==> src/rtl/draw_paddle.sv <==
// draw_paddle: streams the paddle band column-major, FG inside the clamped span, BG elsewhere.
// Optional DRAW_PADDLE_DIRTY_EN limits each redraw to the columns spanned by old and new paddle.
module draw_paddle #(
    parameter int         SCREEN_W = 120,
    parameter int         PAD_W    = 7,
    parameter int         PAD_H    = 3,
    parameter int         ROW_Y    = 112,
    parameter int         X_W      = 8,
    parameter int         Y_W      = 7,
    parameter logic [2:0] FG_COLOR = 3'b001,
    parameter logic [2:0] BG_COLOR = 3'b000
) (
    input  logic           clock,
    input  logic           reset,
    input  logic           start,
    input  logic [X_W-1:0] position,
    output logic [X_W-1:0] x,
    output logic [Y_W-1:0] y,
    output logic [2:0]     color,
    output logic           plot,
    output logic           busy,
    output logic           done
);
    localparam logic [X_W:0]   HW        = (X_W+1)'(PAD_W / 2);
    localparam logic [X_W:0]   C_MAX     = (X_W+1)'(SCREEN_W - 1 - PAD_W / 2);
    localparam logic [X_W:0]   COL_LAST  = (X_W+1)'(SCREEN_W - 1);
    localparam logic [Y_W-1:0] ROW_FIRST = Y_W'(ROW_Y);
    localparam logic [Y_W-1:0] ROW_LAST  = Y_W'(ROW_Y + PAD_H - 1);

    typedef enum logic [1:0] {IDLE, SCAN, DONE} state_t;

    state_t         state, state_next;
    logic [X_W:0]   c, c_next, last, last_next;
    logic [X_W:0]   pos_w, clamped, first_col, last_col, col_next;
    logic [X_W-1:0] x_next;
    logic [Y_W-1:0] y_next;
    logic [2:0]     color_next;
    logic           plot_next, busy_next, done_next;
`ifdef DRAW_PADDLE_DIRTY_EN
    logic [X_W:0]   p, p_next;
    logic           valid, valid_next;
`endif

    // Widened by one bit so c-h never underflows.
    function automatic logic [2:0] pix(input logic [X_W:0] col, input logic [X_W:0] cc);
        return (col + HW >= cc && col <= cc + HW) ? FG_COLOR : BG_COLOR;
    endfunction

    always_comb begin
        pos_w   = {1'b0, position};
        clamped = pos_w < HW ? HW : pos_w > C_MAX ? C_MAX : pos_w;
`ifdef DRAW_PADDLE_DIRTY_EN
        first_col  = valid ? (p < clamped ? p : clamped) - HW : '0;
        last_col   = valid ? (p > clamped ? p : clamped) + HW : COL_LAST;
        p_next     = p;
        valid_next = valid;
`else
        first_col = '0;
        last_col  = COL_LAST;
`endif
        state_next = state;
        c_next     = c;
        last_next  = last;
        x_next     = x;
        y_next     = y;
        color_next = color;
        plot_next  = 1'b0;
        busy_next  = 1'b0;
        done_next  = 1'b0;
        col_next   = {1'b0, x};
        case (state)
            IDLE: if (start) begin
                state_next = SCAN;
                c_next     = clamped;
                last_next  = last_col;
                x_next     = first_col[X_W-1:0];
                y_next     = ROW_FIRST;
                color_next = pix(first_col, clamped);
                plot_next  = 1'b1;
                busy_next  = 1'b1;
            end
            SCAN: if ({1'b0, x} == last && y == ROW_LAST) begin
                state_next = DONE;
                done_next  = 1'b1;
`ifdef DRAW_PADDLE_DIRTY_EN
                p_next     = c;
                valid_next = 1'b1;
`endif
            end else begin
                plot_next  = 1'b1;
                busy_next  = 1'b1;
                col_next   = y == ROW_LAST ? {1'b0, x} + 1'b1 : {1'b0, x};
                y_next     = y == ROW_LAST ? ROW_FIRST : y + 1'b1;
                x_next     = col_next[X_W-1:0];
                color_next = pix(col_next, c);
            end
            DONE:    state_next = IDLE;
            default: state_next = IDLE;
        endcase
    end

    always_ff @(posedge clock or negedge reset) begin
        if (!reset) begin
            state <= IDLE;
            c     <= '0;
            last  <= '0;
            x     <= '0;
            y     <= '0;
            color <= '0;
            plot  <= 1'b0;
            busy  <= 1'b0;
            done  <= 1'b0;
`ifdef DRAW_PADDLE_DIRTY_EN
            p     <= '0;
            valid <= 1'b0;
`endif
        end else begin
            state <= state_next;
            c     <= c_next;
            last  <= last_next;
            x     <= x_next;
            y     <= y_next;
            color <= color_next;
            plot  <= plot_next;
            busy  <= busy_next;
            done  <= done_next;
`ifdef DRAW_PADDLE_DIRTY_EN
            p     <= p_next;
            valid <= valid_next;
`endif
        end
    end
endmodule

==> config.mk <==
export PLATFORM = sky130hd
export DESIGN_NAME = draw_paddle
export DESIGN_NICKNAME = d
export VERILOG_FILES = /design/src/rtl/draw_paddle.sv
export SDC_FILE = /design/constraint.sdc
export NUM_CORES = 1
export LEC_CHECK = 0
export ABC_AREA = 1
export CORE_ASPECT_RATIO = 0.7
export CORE_MARGIN = 5
export CORE_UTILIZATION = 59
export DETAILED_ROUTE_END_ITERATION = 10
export GPL_ROUTABILITY_DRIVEN = 1
export GPL_TIMING_DRIVEN = 0
export PLACE_DENSITY = 0.85
export RECOVER_POWER = 100
export SYNTH_ARGS = -nofsm -noshare
export SYNTH_HDL_FRONTEND = slang
export SYNTH_SLANG_ARGS = --single-unit
==> constraint.sdc <==
create_clock -name clock -period 7.8 [get_ports clock]
set_input_delay 1.56 -clock clock [delete_from_list [all_inputs] [get_ports clock]]
set_output_delay 1.56 -clock clock [all_outputs]
set_load 0.1 [all_outputs]
After elaboration in Yosys (flattened, before gate mapping)
Index checks and enable logic that the tools add are counted.
{"block": "op_classes", "div": 0, "bitwise_logic": 0, "n_lt_le_gt_ge": 6, "mux": 23, "add_sub_neg": 5, "n_reduce_logical": 8, "mul": 0, "eq_ne": 6, "shift": 0}
{"cell": "8-bit 2-to-1 mux", "count": 4}
{"cell": "7-bit 2-to-1 mux", "count": 3}
{"cell": "9-bit by 2-bit adder with 9-bit output (second input constant)", "count": 2}
{"cell": "8-bit case mux with 2 select lines", "count": 1}
{"cell": "7-bit case mux with 2 select lines", "count": 1}
{"cell": "8-bit by 1-bit adder with 9-bit output (second input constant)", "count": 1}
{"cell": "8-bit by 2-bit adder with 9-bit output (second input constant)", "count": 1}
{"cell": "9-bit >= comparator", "count": 1}
{"cell": "1-bit by 9-bit <= comparator with 1-bit output (first input constant)", "count": 1}
{"cell": "9-bit <= comparator", "count": 1}
{"cell": "9-bit 2-to-1 mux", "count": 1}
{"cell": "8-bit by 7-bit == test with 1-bit output", "count": 1}
{"cell": "2-bit by 8-bit >= comparator with 1-bit output (first input constant)", "count": 1}
{"cell": "8-bit by 7-bit > comparator with 1-bit output (second input constant)", "count": 1}
{"cell": "8-bit by 2-bit < comparator with 1-bit output (second input constant)", "count": 1}
{"cell": "7-bit by 1-bit adder with 7-bit output (second input constant)", "count": 1}
{"cell": "7-bit == test (second input constant)", "count": 1}
{"cell": "1-bit 2-to-1 mux", "count": 6}
{"cell": "3-bit 2-to-1 mux", "count": 2}
{"cell": "2-bit inequality test (second input constant)", "count": 3}
{"cell": "3-bit case mux with 2 select lines", "count": 1}
{"cell": "2-bit 2-to-1 mux", "count": 2}
{"cell": "2-bit case mux with 2 select lines", "count": 1}
{"cell": "2-bit AND reduction", "count": 2}
{"cell": "other kinds (6)", "count": 8}
{"block": "totals", "n_memories": 0, "output_inout_bits": 21, "regBits": 32, "romBits": 0, "ramBits": 0, "in_bits": 11, "wordCells": 56, "latchBits": 0}

Longest topological paths before layout
Gate-level depths: netlist of the first run.
{"block": "depth", "ltp_word": 9, "depth_mapped": 27, "ltp_nobuf": 27}

Least setup slack after synthesis of the first run
Ideal clock, no wire load.
{"block": "synth_path", "path_kind": "register to register", "startpoint": "register y[0]", "endpoint": "register color[0]", "t_required_ns": 7.677, "stages_incl_launch_ff": 26, "synth_period_minus_slack_ns": 3.586, "path_buffers": 0, "setup_time_ns": 0.123, "t_arrival_ns": 3.463, "slack_ns": 4.214, "cell_sequence": "dfrtp_1 -> inv_1 -> ha_1 -> nand2_1 -> inv_1 -> nand3_4 -> nand2_2 -> nand2_2 -> inv_2 -> ha_1 -> inv_1 -> nand2_2 -> nor3_1 -> nand2_1 -> xor2_1 -> ha_1 -> nand2_1 -> inv_1 -> nand2_1 -> nand2_1 -> nand2_1 -> nand2_1 -> nor2_1 -> nand3_1 -> nand3_1 -> a21oi_1"}
{"block": "synth_between", "elab_chain_cells": 8, "elab_cells_between_ends": 12, "cone_classes": "1 x add/sub; 2 x order compare; 2 x eq/ne; 4 x mux; 3 x reduce/logical"}
{"element": "from (decl)", "line": "18", "text": "output logic [Y_W-1:0] y,"}
{"element": "from (signal assigned)", "line": "122", "text": "y <= y_next;"}
{"element": "7-bit == test (*)", "line": "82, 92"}
{"element": "9-bit 2-to-1 mux", "line": "92", "text": "col_next = y == ROW_LAST ? {1'b0, x} + 1'b1 : {1'b0, x};"}
{"element": "9-bit by 2-bit adder with 9-bit output", "line": "46", "text": "return (col + HW >= cc && col <= cc + HW) ? FG_COLOR : BG_COLOR;"}
{"element": "9-bit >= comparator", "line": "46"}
{"element": "1-bit logical AND", "line": "46"}
{"element": "1-bit 2-to-1 mux", "line": "46"}
{"element": "3-bit 2-to-1 mux", "line": "82", "text": "SCAN: if ({1'b0, x} == last && y == ROW_LAST) begin"}
{"element": "3-bit case mux with 2 select lines", "line": "71", "text": "case (state)"}
{"element": "to (signal assigned)", "line": "123", "text": "color <= color_next;"}
{"element": "to (decl)", "line": "19", "text": "output logic [2:0] color,"}
Every way passes the cells marked *; elsewhere a longest branch is shown, timed or not. The select of a mux whose other input is x is not followed.
A chain may end at the register's enable or synchronous reset.

Worst setup path in the final report of the first run
Ends and elaborated chain as after synthesis.

==> impl_metrics.xml, run 1 <==
<?xml version="1.0" encoding="UTF-8"?>
<metrics>
  <group name="global_route">
    <metric name="grt_use_met3" unit="%">5.91</metric>
    <metric name="global_route_wire_length_before_repair" unit="µm">10100</metric>
    <metric name="globalRouteMet1Util" unit="%">33.4</metric>
    <metric name="grt_most_used_layer" unit="">met1</metric>
    <metric name="grt_use_met2" unit="%">32.3</metric>
    <metric name="via_count_of_the_first_global_routing_pass" unit="">2234</metric>
    <metric name="antenna_violations_before_repair" unit="">0</metric>
    <metric name="maximum_number_of_pins_on_one_net_before_global_route_repair" unit="">30</metric>
    <metric name="grt.total_usage" unit="%">22.8</metric>
    <metric name="gr-total-overflow" unit="">0</metric>
  </group>
  <group name="cts">
    <metric name="postCtsSetupRepairBufs" unit="">0</metric>
    <metric name="cts_buffers" unit="">5</metric>
    <metric name="clock_latency" unit="ps">290</metric>
    <metric name="clock_buffer_depth" unit="">2</metric>
    <metric name="tritoncts" unit="">done</metric>
    <metric name="numClockSinks" unit="">29</metric>
    <metric name="ctsHtreeMaxLevel" unit="">2</metric>
    <metric name="cts.hold.buffers_added" unit="">0</metric>
    <metric name="clk_pin_slew_worst_paths" unit="ps">70</metric>
    <metric name="clockRootBuffer" unit="">clkbuf_8</metric>
    <metric name="cts_resized" unit="">0</metric>
  </group>
  <group name="route">
    <metric name="drc_viols" unit="">0</metric>
    <metric name="drt_first_iter_violations" unit="">162</metric>
    <metric name="drtAntennaViolNets" unit="">0</metric>
    <metric name="avgViaCountPerCell" unit="">5.37</metric>
    <metric name="route.final.wire_length" unit="µm">5950</metric>
    <metric name="detailroute.via_count" unit="">2303</metric>
    <metric name="route.detailed.wl_per_inst" unit="µm">13.9</metric>
    <metric name="drt_pass1_iterations" unit="">5</metric>
  </group>
  <group name="pwr">
    <metric name="seqPwrFrac" unit="%">51.1</metric>
    <metric name="pwr_density_cell" unit="nW/µm²">104</metric>
    <metric name="sw_ratio" unit="%">25.8</metric>
    <metric name="clkPwrFrac" unit="%">42.6</metric>
    <metric name="net_switching_power" unit="µW">76.0</metric>
    <metric name="cellLeakagePower" unit="nW">1.49</metric>
    <metric name="power.share.combinational" unit="%">6.3</metric>
    <metric name="vdd_drop_max" unit="µV">107</metric>
    <metric name="p_int" unit="µW">218</metric>
  </group>
  <group name="synthesis">
    <metric name="synthCells" unit="">339</metric>
    <metric name="synth-adder-area-share" unit="%">11.8</metric>
    <metric name="synth-edff-count" unit="">0</metric>
    <metric name="synth.most_common_cell" unit="">nand2_1</metric>
    <metric name="netlist-cell-type-count" unit="">33</metric>
    <metric name="proportion_of_synthesized_area_in_mux_cells" unit="%">0</metric>
    <metric name="synth_xor_area_share" unit="%">4.29</metric>
    <metric name="syn_area_per_cell" unit="µm²">7.22</metric>
    <metric name="asyncSetResetFlopFracSynth" unit="%">100</metric>
    <metric name="top_cell_type_by_total_area_after_synthesis" unit="">dfrtp_1</metric>
    <metric name="yosys_warnings" unit="">0</metric>
    <metric name="postSynthRegisterBits" unit="">29</metric>
    <metric name="dominant_combinational_cell_family_by_area_after_synthesis" unit="">simple AND/OR/NAND/NOR gates</metric>
    <metric name="synthTopCellsByArea" unit="">dfrtp_1, ha_1, nand2_1</metric>
    <metric name="synth_largest_type_area_fraction" unit="%">29.7</metric>
    <metric name="ys.flop_type" unit="">dfrtp_1</metric>
    <metric name="sequential_area_share_after_synthesis" unit="%">29.7</metric>
    <metric name="synth.cell_area" unit="µm²">2450</metric>
    <metric name="ys_top_cells_by_count" unit="">nand2_1, inv_1, nor2_1, dfrtp_1, nand3_1</metric>
    <metric name="synth_compound_gate_area_share" unit="%">8.18</metric>
    <metric name="synth-simple-area-share" unit="%">34.3</metric>
  </group>
  <group name="timing">
    <metric name="finalMaxSlewViolations" unit="">30</metric>
    <metric name="report.final.hold_viol_count" unit="">0</metric>
    <metric name="final_setup_violation_count" unit="">0</metric>
    <metric name="timing.final.crit_share" unit="%">52.7</metric>
    <metric name="worst_pin_slew" unit="ps">1640</metric>
    <metric name="maxClockFrequency" unit="MHz">243</metric>
    <metric name="slew_headroom" unit="%">-9.36</metric>
    <metric name="grt_setup_unrepaired" unit="">false</metric>
    <metric name="finalCriticalPeriod" unit="ps">4110</metric>
    <metric name="clock-skew-final" unit="ps">5.72</metric>
    <metric name="setup_tns" unit="ps">0</metric>
  </group>
  <group name="run_status">
    <metric name="violations" unit="">capacitance limit, slew limit</metric>
    <metric name="outcome" unit="">finished with violations</metric>
  </group>
  <group name="setup_path">
    <metric name="worstPathRequired" unit="ps">8020</metric>
    <metric name="critical_path_peak_fanout" unit="">10</metric>
    <metric name="worst_ep_arrival_time" unit="ps">4330</metric>
    <metric name="cp-end-kind" unit="">register</metric>
    <metric name="worstSetupPathType" unit="">reg2reg</metric>
    <metric name="kind_of_start_point_of_the_critical_path" unit="">register</metric>
  </group>
  <group name="placement">
    <metric name="placement.cell_area" unit="µm²">2810</metric>
    <metric name="globalplace.congestion" unit="">0.895</metric>
    <metric name="buffer_ports.inserted" unit="">29</metric>
    <metric name="detailedPlacementHpwl" unit="µm">4550</metric>
    <metric name="place.detailed.instances" unit="">421</metric>
  </group>
  <group name="floorplan">
    <metric name="num_rows" unit="">19</metric>
    <metric name="dieHeight" unit="µm">63.9</metric>
    <metric name="floorplan.die_area" unit="µm²">5560</metric>
    <metric name="area_of_the_placeable_core" unit="µm²">3970</metric>
    <metric name="pin_count" unit="">32</metric>
    <metric name="die_width" unit="µm">87.0</metric>
    <metric name="start_util" unit="%">61.6</metric>
  </group>
  <group name="final_layout">
    <metric name="final_cell_count_no_fill" unit="">429</metric>
    <metric name="num-nets-final" unit="">410</metric>
    <metric name="syn2layout_area_growth" unit="%">15.4</metric>
    <metric name="num_antenna_cells" unit="">0</metric>
    <metric name="drive_gt1_share" unit="%">8.75</metric>
    <metric name="fillCellCount" unit="">319</metric>
    <metric name="stdcell_area" unit="µm²">2820</metric>
  </group>
  <group name="flow_run">
    <metric name="max_cap_violations" unit="">1</metric>
  </group>
  <group name="worst_hold_path">
    <metric name="hp-class" unit="">reg2reg</metric>
  </group>
</metrics>
placed cells by master, fill, tap and decap left out, types with 4 or more instances in the layout:
master,instances
nand2_1,78
inv_1,59
nor2_1,31
dfrtp_1,29
nand3_1,26
ha_1,23
dlygate4sd3_1,22
o21ai_0,13
xor2_1,11
nand4_1,10
a21oi_1,8
o22ai_1,8
nand2_2,6
clkdlybuf4s50_1,6
inv_2,5
clkbuf_8,5
nor3_1,4
power groups by stage:
stage	sequential (mW)	clock, mW	combinational (mW)
after floorplan	0.153	0	0.00907
after global placement	0.153	0	0.0188
after detailed placement	0.153	0	0.0193
after CTS	0.150	0.125	0.0193
after global routing	0.150	0.134	0.0207
final	0.150	0.125	0.0185
final timing paths:
check / from / end / slack (ps) / cells past startpoint
max: y[0] / color[0] / 3690 / 26
min: c[4] / c[4] / 490 / 2
min in group asynchronous: reset / y[1] / 1680 / 1
max in group asynchronous: reset / x[1] / 5170 / 1
min reg2reg: c[4] / c[4] / 490 / 2
max reg2reg: y[0] / color[0] / 3690 / 26
routing by layer:
metal | wire length (µm) | share of wire [%] | up-vias
met2 | 2630 | 44 | 83
met5 | 0 | 0 | -
met1 | 2840 | 48 | 1060
met3 | 423 | 7.1 | 7
li1 | - | - | 1153
met4 | 59 | 0.99 | 0
cells by family after synthesis:
logic type	after synthesis
and+or+nand+nor	170
buffers and inverters	70
other	1
AOI/OAI and AO/OA	34
DFF	29
xor gates and xnor gates	12
adders and majority gates	23
area by class of cell:
cell class                      instances  area, µm²  share of cell area (%)
Buffer                                  4       26.3                   0.930
Clock buffer                            6       72.6                    2.57
Clock inverter                          2       10.0                   0.354
Inverter                               66        250                    8.86
Multi-Input combinational cell        241       1390                    49.2
Sequential cell                        29        726                    25.7
Tap cell                               52       65.1                    2.30
Timing Repair Buffer                   29        284                    10.1
through the flow:
step | utilization, % | worst slack (ps) | hold slack [ps] | power (mW)
6_report | 71.1 | 3690 | 487 | 0.294
5_1_grt | 71.1 | 3310 | 543 | 0.305
4_1_cts | 72.8 | 4240 | 489 | 0.294
3_5_place_dp | 70.7 | 4180 | 473 | 0.172
3_3_place_gp | 70.7 | 4250 | 467 | 0.172
2_1_floorplan | - | 4210 | 449 | 0.162
state kept, by name (all words and copies together), names as in the netlist:
signal / cells
state: 2
last: 1
x: 8
color: 1
c: 8
y: 7
busy: 1
done: 1
critical path, stage by stage, from the launching register on:
cell	delay (ps)
dfrtp_1	410
inv_1	100
ha_1	220
nand2_1	70
inv_1	40
nand3_1	400
clkinvlp_2	550
nand2_4	170
nand2_4	90
ha_1	200
inv_1	70
nand2_2	60
nor3_1	280
nor2_1	90
ha_1	310
nand2_1	70
nor2_1	150
nand2_1	70
nand3_1	100
nand2_1	50
nand2_1	50
nand2_1	40
nand2_1	50
nor2_1	40
nand3_1	130
nand3_1	100
a21oi_1	140
No activity file was read; power rests on OpenSTA's default activity.
==> inputs of run 2 (changes only) <==
--- a/config.mk
+++ b/config.mk
@@ -8,11 +8,11 @@
 export ABC_AREA = 1
 export CORE_ASPECT_RATIO = 0.7
 export CORE_MARGIN = 5
-export CORE_UTILIZATION = 59
+export CORE_UTILIZATION = 50
 export DETAILED_ROUTE_END_ITERATION = 10
 export GPL_ROUTABILITY_DRIVEN = 1
 export GPL_TIMING_DRIVEN = 0
-export PLACE_DENSITY = 0.85
+export PLACE_DENSITY = 0.76
 export RECOVER_POWER = 100
 export SYNTH_ARGS = -nofsm -noshare
 export SYNTH_HDL_FRONTEND = slang
==> constraint.sdc (replaced) <==
create_clock -name clock -period 3.45 [get_ports clock]
set_input_delay 0.69 -clock clock [delete_from_list [all_inputs] [get_ports clock]]
set_output_delay 0.69 -clock clock [all_outputs]
set_load 0.1 [all_outputs]
==> run 2 against run 1 <==
Against the previous run: register-to-register slack got worse by 3400 ps; critical path type unchanged; clock power increased by 130%; the run still ends with capacitance limit, slew limit left; sequential power increased by 130%; die area increased by 15%; critical endpoint unchanged; critical path depth increased by 1; sequential cell count unchanged; combinational power increased by 120%; largest power group unchanged.
==> impl_metrics.xml, run 2 (synthesized netlist as in run 1, its figures left out) <==
<?xml version="1.0" encoding="UTF-8"?>
<metrics>
  <group name="floorplan">
    <metric name="num_rows" unit="">21</metric>
    <metric name="start_util" unit="%">51.5</metric>
    <metric name="dieHeight" unit="µm">68.5</metric>
    <metric name="die_width" unit="µm">93.6</metric>
    <metric name="pin_count" unit="">32</metric>
    <metric name="floorplan.die_area" unit="µm²">6420</metric>
    <metric name="area_of_the_placeable_core" unit="µm²">4760</metric>
  </group>
  <group name="setup_path">
    <metric name="kind_of_start_point_of_the_critical_path" unit="">register</metric>
    <metric name="worst_ep_arrival_time" unit="ps">3320</metric>
    <metric name="critical_path.most_common_cell" unit="">nand2_1</metric>
    <metric name="worstSetupPathType" unit="">reg2reg</metric>
    <metric name="cp-end-kind" unit="">register</metric>
    <metric name="worstPathRequired" unit="ps">3660</metric>
    <metric name="critical-path-max-stage-delay" unit="ps">420</metric>
    <metric name="timing.critical_path.slowest_stage_cell" unit="">dfrtp_2</metric>
    <metric name="worst_r2r_startpoint" unit="">y[0]</metric>
    <metric name="critical_path_peak_fanout" unit="">9</metric>
    <metric name="startpoint" unit="">y[0]</metric>
  </group>
  <group name="global_route">
    <metric name="grt_use_met2" unit="%">27.8</metric>
    <metric name="grt_most_used_layer" unit="">met1</metric>
    <metric name="gr-total-overflow" unit="">0</metric>
    <metric name="grt.total_usage" unit="%">18.8</metric>
    <metric name="antenna_violations_before_repair" unit="">0</metric>
    <metric name="global_route_wire_length_before_repair" unit="µm">9300</metric>
    <metric name="grt_use_met3" unit="%">3.80</metric>
    <metric name="globalRouteMet1Util" unit="%">28.0</metric>
    <metric name="maximum_number_of_pins_on_one_net_before_global_route_repair" unit="">30</metric>
    <metric name="via_count_of_the_first_global_routing_pass" unit="">2024</metric>
  </group>
  <group name="pwr">
    <metric name="vdd_drop_max" unit="µV">180</metric>
    <metric name="total_power" unit="µW">674</metric>
    <metric name="cellLeakagePower" unit="nW">1.51</metric>
    <metric name="pwr_density_cell" unit="nW/µm²">234</metric>
  </group>
  <group name="timing">
    <metric name="grt_setup_unrepaired" unit="">false</metric>
    <metric name="finalMaxSlewViolations" unit="">30</metric>
    <metric name="finalCriticalPeriod" unit="ps">3110</metric>
    <metric name="setup_tns" unit="ps">0</metric>
    <metric name="clock-skew-final" unit="ps">9.30</metric>
    <metric name="report.final.hold_viol_count" unit="">0</metric>
    <metric name="slew_headroom" unit="%">-5.01</metric>
    <metric name="maxClockFrequency" unit="MHz">321</metric>
    <metric name="fin_hold_ws" unit="ps">499</metric>
    <metric name="timing.final.crit_share" unit="%">90.2</metric>
    <metric name="final_setup_violation_count" unit="">0</metric>
    <metric name="worst_pin_slew" unit="ps">1580</metric>
  </group>
  <group name="route">
    <metric name="drt_pass1_iterations" unit="">4</metric>
    <metric name="avgViaCountPerCell" unit="">4.90</metric>
    <metric name="drtAntennaViolNets" unit="">0</metric>
    <metric name="detailroute.via_count" unit="">2198</metric>
    <metric name="drc_viols" unit="">0</metric>
    <metric name="drt_first_iter_violations" unit="">117</metric>
    <metric name="route.final.wire_length" unit="µm">5460</metric>
    <metric name="route.detailed.wl_per_inst" unit="µm">12.2</metric>
  </group>
  <group name="cts">
    <metric name="ctsHtreeMaxLevel" unit="">2</metric>
    <metric name="clock_buffer_depth" unit="">2</metric>
    <metric name="cts_buffers" unit="">5</metric>
    <metric name="clk_pin_slew_worst_paths" unit="ps">60</metric>
    <metric name="numClockSinks" unit="">29</metric>
    <metric name="tritoncts" unit="">done</metric>
    <metric name="clock_latency" unit="ps">290</metric>
    <metric name="clockRootBuffer" unit="">clkbuf_8</metric>
  </group>
  <group name="final_layout">
    <metric name="drive_gt1_share" unit="%">9.47</metric>
    <metric name="stdcell_area" unit="µm²">2890</metric>
    <metric name="num_antenna_cells" unit="">0</metric>
    <metric name="reg.largest.list" unit="">c x8, x x8, y x7</metric>
    <metric name="layout_common_cells" unit="">nand2_1, inv_1, nor2_1, dfrtp_1, nand3_1</metric>
    <metric name="syn2layout_area_growth" unit="%">17.9</metric>
    <metric name="layout.cells.most_common" unit="">nand2_1</metric>
    <metric name="num-nets-final" unit="">413</metric>
  </group>
  <group name="placement">
    <metric name="detailedPlacementHpwl" unit="µm">4300</metric>
    <metric name="placement.cell_area" unit="µm²">2830</metric>
    <metric name="globalplace.congestion" unit="">0.922</metric>
    <metric name="buffer_ports.inserted" unit="">29</metric>
  </group>
  <group name="worst_hold_path">
    <metric name="holdCritStartpoint" unit="">c[4]</metric>
    <metric name="hp-class" unit="">reg2reg</metric>
  </group>
  <group name="run_status">
    <metric name="outcome" unit="">finished with violations</metric>
    <metric name="violations" unit="">capacitance limit, slew limit</metric>
  </group>
  <group name="flow_run">
    <metric name="max_cap_violations" unit="">1</metric>
  </group>
</metrics>
run 2: worst max-delay path: cells and delay by family (launching register included):
family          cells  cell delay [ps]
fa+ha+maj           3              650
buf+inv             4              370
flops               1              420
simple gates       19             1460
compound gates      1              130
run 2: worst paths after layout:
kind                       slack (ps)  cells after the start  endpoint
hold reg to reg                   500                      2      c[4]
max in group asynchronous        1630                      1      y[0]
hold / removal                    500                      2      c[4]
setup / recovery                  340                     27  color[0]
setup reg to reg                  340                     27  color[0]
min in group asynchronous         790                      1      x[1]
run 2: repair_timing:
action | in CTS | in global routing
hold buffers | 0 | 0
setup endpoints to repair | 0 | 1
gates resized for setup | 0 | 2
setup buffers | 0 | 3
run 2: per-stage QoR:
step	cells	setup WS, ps	util, %
2_1_floorplan	340	11.1	-
3_5_place_dp	438	268	59.5
6_report	449	338	60.7
5_1_grt	449	36.7	60.7
3_3_place_gp	438	283	59.5
4_1_cts	446	206	61.4
run 2: cell type report:
type | instances | area, µm²
Clock buffer | 8 | 90.1
Multi-Input combinational cell | 241 | 1400
Sequential cell | 29 | 727
Inverter | 66 | 254
Buffer | 4 | 26.3
Timing Repair Buffer | 32 | 303
Fill cell | 449 | 1870
Tap cell | 69 | 86.3
run 2: layer usage:
metal / part of all wire [%] / vias up / routed length (µm)
met5: 0 / - / 0
met4: 0.51 / 0 / 28
met3: 5.2 / 4 / 283
met2: 40 / 52 / 2180
met1: 54 / 977 / 2970
li1: - / 1165 / -
run 2: where the power goes:
group / total, mW / leakage [nW] / internal, mW / switching [mW]
sequential: 0.340 / 0.300 / 0.340 / 0
combinational: 0.0411 / 1.16 / 0.0142 / 0.0269
clock: 0.293 / 0.0455 / 0.162 / 0.131
